`src/rtl/pfc_router_pkg.sv`:
```
// Shared types and constants for the PFC bank router: state encoding,
// bus widths, captured-command payload and bank-index width helper.
package pfc_router_pkg;

  localparam int unsigned DATA_W     = 32;
  localparam int unsigned ADDR_W     = 2;
  localparam int unsigned BANK_SEL_W = 4;

  typedef enum logic [1:0] {
    ST_IDLE  = 2'd0,
    ST_ISSUE = 2'd1,
    ST_RESP  = 2'd2
  } state_e;

  typedef struct packed {
    logic                  write;
    logic [BANK_SEL_W-1:0] bank;
    logic [ADDR_W-1:0]     addr;
    logic [DATA_W-1:0]     wdata;
  } cmd_t;

  // Bits needed to index n banks; a single bank still gets one bit.
  function automatic int unsigned bank_idx_w(input int unsigned n);
    return (n <= 32'd1) ? 32'd1 : 32'($clog2(n));
  endfunction

endpackage

```
`src/rtl/pfc_bank_router_if.sv`:
```
// Command/response handshake plus the shared bank-side bus of the router.
interface pfc_bank_router_if
  import pfc_router_pkg::*;
#(
  parameter int unsigned NUM_BANKS = 4
);
  logic                          cmd_valid;
  logic                          cmd_ready;
  logic                          cmd_write;
  logic [BANK_SEL_W-1:0]         cmd_bank;
  logic [ADDR_W-1:0]             cmd_addr;
  logic [DATA_W-1:0]             cmd_wdata;
  logic                          resp_valid;
  logic [DATA_W-1:0]             resp_data;
  logic                          resp_err;
  logic [NUM_BANKS-1:0]          bank_write;
  logic [ADDR_W-1:0]             bank_addr;
  logic [DATA_W-1:0]             bank_wdata;
  logic [NUM_BANKS*DATA_W-1:0]   bank_rdata;

  modport master (
    output cmd_valid, cmd_write, cmd_bank, cmd_addr, cmd_wdata, bank_rdata,
    input  cmd_ready, resp_valid, resp_data, resp_err,
           bank_write, bank_addr, bank_wdata
  );

  modport slave (
    input  cmd_valid, cmd_write, cmd_bank, cmd_addr, cmd_wdata, bank_rdata,
    output cmd_ready, resp_valid, resp_data, resp_err,
           bank_write, bank_addr, bank_wdata
  );
endinterface

```
`src/rtl/pfc_reset_sync.sv`:
```
// Flop-chain synchroniser bringing the asynchronous CPU reset request
// into the core clock domain.
module pfc_reset_sync #(
  parameter int unsigned SYNC_STAGES = 2
) (
  input  logic clock_core_sig,
  input  logic qsys_reset_n_sig,
  input  logic resetreq_in,
  output logic resetreq_out
);
  logic [SYNC_STAGES-1:0] chain_q;

  always_ff @(posedge clock_core_sig or negedge qsys_reset_n_sig) begin
    if (!qsys_reset_n_sig) chain_q <= '0;
    else                   chain_q <= {chain_q[SYNC_STAGES-2:0], resetreq_in};
  end

  assign resetreq_out = chain_q[SYNC_STAGES-1];
endmodule

```
`src/rtl/pfc_bank_router.sv`:
```
// Routes single register commands to one of NUM_BANKS PFC banks with a
// fixed IDLE/ISSUE/RESP sequence and flags out-of-range bank indices.
module pfc_bank_router
  import pfc_router_pkg::*;
#(
  parameter int unsigned NUM_BANKS   = 4,
  parameter int unsigned SYNC_STAGES = 2
) (
  input  logic               clock_core_sig,
  input  logic               qsys_reset_n_sig,
  pfc_bank_router_if.slave   bus,
  input  logic               err_clear,
  output logic               err_sticky,
  input  logic               resetreq_in,
  output logic               resetreq_out
);
  localparam int unsigned BANK_W = bank_idx_w(NUM_BANKS);

  state_e               state_q, state_d;
  logic                 ready_q, ready_d;
  cmd_t                 cmd_q, cmd_d;
  logic [NUM_BANKS-1:0] wr_q, wr_d;
  logic                 resp_valid_q, resp_valid_d;
  logic                 resp_err_q, resp_err_d;
  logic [DATA_W-1:0]    resp_data_q, resp_data_d;
  logic                 sticky_q, sticky_d;

  logic                 accept;
  logic                 in_range;
  logic [BANK_W-1:0]    rd_idx;
  logic [DATA_W-1:0]    rd_slice;

  assign accept   = bus.cmd_valid && ready_q;
  assign in_range = (32'(cmd_q.bank) < NUM_BANKS);
  assign rd_idx   = cmd_q.bank[BANK_W-1:0];

  // Read-data mux over the concatenated bank readdata bus.
  always_comb begin
    rd_slice = '0;
    for (int k = 0; k < NUM_BANKS; k++) begin
      if (rd_idx == BANK_W'(k)) rd_slice = bus.bank_rdata[k*DATA_W +: DATA_W];
    end
  end

  always_comb begin
    state_d      = state_q;
    cmd_d        = cmd_q;
    wr_d         = '0;
    resp_valid_d = 1'b0;
    resp_err_d   = resp_err_q;
    resp_data_d  = resp_data_q;
    sticky_d     = sticky_q & ~err_clear;
    case (state_q)
      ST_IDLE: begin
        if (accept) begin
          cmd_d.write = bus.cmd_write;
          cmd_d.bank  = bus.cmd_bank;
          cmd_d.addr  = bus.cmd_addr;
          cmd_d.wdata = bus.cmd_wdata;
          // Strobe is registered here so it is live for the whole ISSUE cycle.
          for (int k = 0; k < NUM_BANKS; k++) begin
            wr_d[k] = bus.cmd_write && (bus.cmd_bank == BANK_SEL_W'(k));
          end
          state_d = ST_ISSUE;
        end
      end
      ST_ISSUE: begin
        state_d      = ST_RESP;
        resp_valid_d = 1'b1;
        resp_err_d   = !in_range;
        resp_data_d  = (in_range && !cmd_q.write) ? rd_slice : '0;
        if (!in_range) sticky_d = 1'b1;
      end
      ST_RESP: state_d = ST_IDLE;
      default: state_d = ST_IDLE;
    endcase
    ready_d = (state_d == ST_IDLE);
  end

  always_ff @(posedge clock_core_sig or negedge qsys_reset_n_sig) begin
    if (!qsys_reset_n_sig) begin
      state_q      <= ST_IDLE;
      ready_q      <= 1'b1;
      cmd_q        <= '0;
      wr_q         <= '0;
      resp_valid_q <= 1'b0;
      resp_err_q   <= 1'b0;
      resp_data_q  <= '0;
      sticky_q     <= 1'b0;
    end else begin
      state_q      <= state_d;
      ready_q      <= ready_d;
      cmd_q        <= cmd_d;
      wr_q         <= wr_d;
      resp_valid_q <= resp_valid_d;
      resp_err_q   <= resp_err_d;
      resp_data_q  <= resp_data_d;
      sticky_q     <= sticky_d;
    end
  end

  assign bus.cmd_ready  = ready_q;
  assign bus.bank_write = wr_q;
  assign bus.bank_addr  = cmd_q.addr;
  assign bus.bank_wdata = cmd_q.wdata;
  assign bus.resp_valid = resp_valid_q;
  assign bus.resp_err   = resp_err_q;
  assign bus.resp_data  = resp_data_q;
  assign err_sticky     = sticky_q;

  pfc_reset_sync #(.SYNC_STAGES(SYNC_STAGES)) u_reset_sync (
    .clock_core_sig   (clock_core_sig),
    .qsys_reset_n_sig (qsys_reset_n_sig),
    .resetreq_in      (resetreq_in),
    .resetreq_out     (resetreq_out)
  );
endmodule

```
`src/flat_wrapper.sv`:
```
// flat-port wrapper written by rule: the top's interface ports become plain ports
module pfc_bank_router_flat import pfc_router_pkg::*;
#(
  parameter int unsigned NUM_BANKS   = 4,
  parameter int unsigned SYNC_STAGES = 2
)
  (clock_core_sig, qsys_reset_n_sig, err_clear, err_sticky, resetreq_in, resetreq_out, bus_cmd_valid, bus_cmd_write, bus_cmd_bank, bus_cmd_addr, bus_cmd_wdata, bus_bank_rdata, bus_cmd_ready, bus_resp_valid, bus_resp_data, bus_resp_err, bus_bank_write, bus_bank_addr, bus_bank_wdata);
  pfc_bank_router_if #(.NUM_BANKS(NUM_BANKS)) bus_i ();
  input  logic clock_core_sig;
  input  logic qsys_reset_n_sig;
  input  logic err_clear;
  output logic err_sticky;
  input  logic resetreq_in;
  output logic resetreq_out;
  input wire logic [$bits(bus_i.cmd_valid)-1:0] bus_cmd_valid;
  input wire logic [$bits(bus_i.cmd_write)-1:0] bus_cmd_write;
  input wire logic [$bits(bus_i.cmd_bank)-1:0] bus_cmd_bank;
  input wire logic [$bits(bus_i.cmd_addr)-1:0] bus_cmd_addr;
  input wire logic [$bits(bus_i.cmd_wdata)-1:0] bus_cmd_wdata;
  input wire logic [$bits(bus_i.bank_rdata)-1:0] bus_bank_rdata;
  output wire logic [$bits(bus_i.cmd_ready)-1:0] bus_cmd_ready;
  output wire logic [$bits(bus_i.resp_valid)-1:0] bus_resp_valid;
  output wire logic [$bits(bus_i.resp_data)-1:0] bus_resp_data;
  output wire logic [$bits(bus_i.resp_err)-1:0] bus_resp_err;
  output wire logic [$bits(bus_i.bank_write)-1:0] bus_bank_write;
  output wire logic [$bits(bus_i.bank_addr)-1:0] bus_bank_addr;
  output wire logic [$bits(bus_i.bank_wdata)-1:0] bus_bank_wdata;
  assign bus_i.cmd_valid = bus_cmd_valid;
  assign bus_i.cmd_write = bus_cmd_write;
  assign bus_i.cmd_bank = bus_cmd_bank;
  assign bus_i.cmd_addr = bus_cmd_addr;
  assign bus_i.cmd_wdata = bus_cmd_wdata;
  assign bus_i.bank_rdata = bus_bank_rdata;
  assign bus_cmd_ready = bus_i.cmd_ready;
  assign bus_resp_valid = bus_i.resp_valid;
  assign bus_resp_data = bus_i.resp_data;
  assign bus_resp_err = bus_i.resp_err;
  assign bus_bank_write = bus_i.bank_write;
  assign bus_bank_addr = bus_i.bank_addr;
  assign bus_bank_wdata = bus_i.bank_wdata;
  pfc_bank_router #(.NUM_BANKS(NUM_BANKS), .SYNC_STAGES(SYNC_STAGES)) u_core (.clock_core_sig(clock_core_sig), .qsys_reset_n_sig(qsys_reset_n_sig), .bus(bus_i), .err_clear(err_clear), .err_sticky(err_sticky), .resetreq_in(resetreq_in), .resetreq_out(resetreq_out));
endmodule
```
`config.mk`:
```
export PLATFORM = sky130hd
export DESIGN_NAME = pfc_bank_router_flat
export DESIGN_NICKNAME = d
export VERILOG_FILES = /design/src/rtl/pfc_router_pkg.sv /design/src/rtl/pfc_bank_router_if.sv /design/src/rtl/pfc_reset_sync.sv /design/src/rtl/pfc_bank_router.sv /design/src/flat_wrapper.sv
export SDC_FILE = /design/constraint.sdc
export NUM_CORES = 1
export LEC_CHECK = 0
export ABC_CLOCK_PERIOD_IN_PS = 1800
export CELL_PAD_IN_SITES_DETAIL_PLACEMENT = 0
export CELL_PAD_IN_SITES_GLOBAL_PLACEMENT = 2
export CORE_ASPECT_RATIO = 2
export CORE_MARGIN = 8
export CORE_UTILIZATION = 23
export CTS_CLUSTER_DIAMETER = 30
export DETAILED_ROUTE_END_ITERATION = 7
export HOLD_SLACK_MARGIN = 0.15
export PLACE_DENSITY_LB_ADDON = 0.1
export SYNTH_ARGS = -nofsm -noshare
export SYNTH_HDL_FRONTEND = slang
export SYNTH_SLANG_ARGS = --single-unit
```
`constraint.sdc`:
```
create_clock -name clock_core_sig -period 1.8 [get_ports clock_core_sig]
set_input_delay 0.36 -clock clock_core_sig [delete_from_list [all_inputs] [get_ports clock_core_sig]]
set_output_delay 0.36 -clock clock_core_sig [all_outputs]
set_load 0.02 [all_outputs]
```
==> results of run 1 <==
-- repair_timing --
item / CTS / global route
resized for setup: 2 / 0
setup buffers: 0 / 0
endpoints found under the setup margin: 2 / 0
hold buffers: 1 / 0
hold endpoints to repair: 81 / 0
-- cells in the mapped netlist, drive strengths merged, types with 2 or more instances --
cell	n
a32o	32
buf	48
clkbuf	8
dfrtp	81
inv	7
mux2	38
mux4	32
nor2	2
nor4	4
-- through the flow --
stage	total power, mW	worst slack [ns]	cells	hold WS, ns
after CTS	11.2	0.0537	688	0.356
after global placement	9.25	0.0289	671	0.338
final	10.9	0.0845	688	0.352
after detailed placement	9.33	0.00817	671	0.343
after floorplan	6.96	0.237	261	0.0644
after global routing	11.6	0.0414	688	0.364
-- final cells by class --
class	count	area, um^2	share of cell area, %
Clock inverter	2	35.0	0.509
Inverter	7	26.3	0.382
Multi-Input combinational cell	116	1590	23.2
Timing Repair Buffer	257	2640	38.4
Clock buffer	14	264	3.84
Tap cell	210	263	3.82
Sequential cell	82	2050	29.9
-- worst max-delay path by stage --
stage	from	end	slack, ns	cells past startpoint
2_1_floorplan	u_core.bus.cmd_ready$_DFF_PN1_	u_core.bus.bank_addr[0]$_DFFE_PN0P_	0.24	4
3_3_place_gp	bus_cmd_valid	u_core.bus.bank_wdata[7]$_DFFE_PN0P_	0.03	5
3_5_place_dp	bus_cmd_valid	u_core.cmd_q[35]$_DFFE_PN0P_	0.008	5
4_1_cts	u_core.bus.resp_data[23]$_DFFE_PN0P_	bus_resp_data[23]	0.05	1
5_1_grt	u_core.bus.resp_data[0]$_DFFE_PN0P_	bus_resp_data[0]	0.04	1
6_report	u_core.bus.resp_data[23]$_DFFE_PN0P_	bus_resp_data[23]	0.08	1
-- placed cells by master (no fill, tap or decap), types with 3 or more instances in the layout --
cell type / count
nor4_1: 4
inv_1: 6
clkbuf_1: 3
mux4_2: 29
a32o_1: 32
clkbuf_16: 9
dfrtp_1: 80
mux2_2: 38
buf_4: 3
mux4_1: 3
clkdlybuf4s50_1: 243
buf_12: 8
-- cells by family (layout without fill, tap and decap cells) --
group                  count (synthesis)  after routing  share of synthesized area, %
buffers and inverters                 63            280                          10.1
AND/OR/NAND/NOR                       11             11                          1.98
AO/OA/AOI/OAI                         34             34                          8.20
multiplexers                          71             71                          28.9
flip-flops                            82             82                          50.8
-- worst reg2reg max path, stage by stage, from the launching register on --
cell and delay (ns):
dfrtp_2 0.42, buf_12 0.19, mux4_1 0.60, a32o_1 0.27
-- sequential cells by signal, summed over array words and instances (netlist names) --
name	cells
u_core.bus.bank_write	4
u_core.cmd_q	5
u_core.bus.bank_wdata	32
u_core.state_q	1
u_core.bus.resp_valid	1
u_core.bus.cmd_ready	1
u_core.u_reset_sync.chain_q	2
u_core.err_sticky	1
u_core.bus.bank_addr	2
u_core.bus.resp_data	32
u_core.bus.resp_err	1
-- metal layers --
layer  global-route usage, %  vias to the layer above
met4                    5.68                        0
met5                       0                        -
met2                    24.5                      145
li1                        -                     1404
met1                    11.7                     1558
met3                    4.24                       16
-- where the power goes --
part / switching, mW / internal (mW)
logic: 2.69 / 3.23
registers: 0.476 / 2.70
clock network: 0.691 / 1.15
total: 3.86 / 7.08
==> metrics.cfg, run 1 <==
[die]
rows=68
die_h_um=203
die_w_um=110
core_area_um2=17300
ios=247
initial_core_util_pct=23.4
die_area_um2=22300

[synthesis]
syn_area_um2=4040
syn_area_per_cell_um2=15.5
synth_cell_types=22
yosysTopAreaCell=dfrtp_1
synth_top_area_share_pct=50.2
synth-seq-cells=82
synth_edf_count=0
synthCells=261
seq_area_frac_synth_pct=50.8
synthTopCellsByArea=dfrtp_1, mux4_2, mux2_2, a32o_1, buf_4
synth-main-ff-cell=dfrtp_1
yosysWarnings=0
synthArstFlopShare_pct=100
syn_nets=433

[setup_path]
critical_path.top_delay_family=buffers and inverters
endpoint_kind=output port
cp_max_fo=2
r2r_slack_ns=0.21
crit_type=flip-flop to output port
worstRegToRegCells=3
crit_arrival_ns=1.36
cpMaxStageDelayCell=clkdlybuf4s50_1
critPathBufInv=1
worstPathCellList=clkdlybuf4s50_1
crit_path_max_incr_delay_ns=0.67
r2r_end=u_core.bus.resp_data[0]$_DFFE_PN0P_
worstSetupStartpointType=flip-flop
cp_data_required_time_ns=1.44
timing.rr.start=u_core.cmd_q[34]$_DFFE_PN0P_

[worst_hold_path]
worstHoldPathType=flip-flop to flip-flop
whs_endpoint=u_core.u_reset_sync.chain_q[1]$_DFF_PN0_
min_from=u_core.u_reset_sync.chain_q[0]$_DFF_PN0_
holdPathStages=0

[placement]
place_area_um2=6570
hpwl_um=11100
io_buffers=246
finalWeightedCongestion=0.686

[drt]
topRoutingLayerUsed=met4
first_pass_iters=3
vias=3123
drc=0
detail-route-antenna-nets=0
wl_met2_um=8290
m1WireLength_um=4290
wl_per_cell_um=20.4
drt_iter0_drc=62
routed_wl_um=14000
dr_wl_met3_um=1110
viasPerCell=4.54

[layout]
fin_nets=645
final_util_pct=39.8
fin_area_um2=6880
fill_cells=1675
area_delta_synth_final_pct=70.2
drive_above_1_share_pct=20.3
diodes=0

[timing]
hold_viol_final=0
relSlewSlack_pct=68.8
tightest_slew_ns=0.468
finalSetupViolCount=0
timing.fmax_mhz=583
maxSlewViolCount=0
fin_tns_setup_ns=0
finalCritPeriodShare_pct=95.3
finalClockSkew_ns=0.00534
fin_crit_ns=1.72
rsz0062_at_grt=false

[clock_network]
clock-root-buffer=clkbuf_16
clkTransAtPathRegs_ns=0.06
cts.sinks=82
numCtsBuffers=9
cts_buffer_depth=2
cts_tree=yes
clock_latency_ns=0.33
htree_levels=3

[global_route]
overflow=0
antenna_found_initial=0
grt_max_degree=83
grt_pass1_vias=3700
groute.usage.overall_pct=12.9
grt_pass1_wl_um=21300

[run]
drv_cap=0

[power_and_ir_drop]
powerDensity_nw_per_um2=1590
p_leak_nw=2.71
ir_drop_uv=525

[outcome]
status=finished clean

Note: power is estimated with default switching activity, not from simulation.
==> run 2, diff against run 1 <==
--- a/config.mk
+++ b/config.mk
@@ -6,6 +6,7 @@
 export NUM_CORES = 1
 export LEC_CHECK = 0
 export ABC_CLOCK_PERIOD_IN_PS = 1800
+export CAP_MARGIN = 20
 export CELL_PAD_IN_SITES_DETAIL_PLACEMENT = 0
 export CELL_PAD_IN_SITES_GLOBAL_PLACEMENT = 2
 export CORE_ASPECT_RATIO = 2
==> results of run 2 <==
No change in the layout: final DEF, timing and power equal those of run 1.
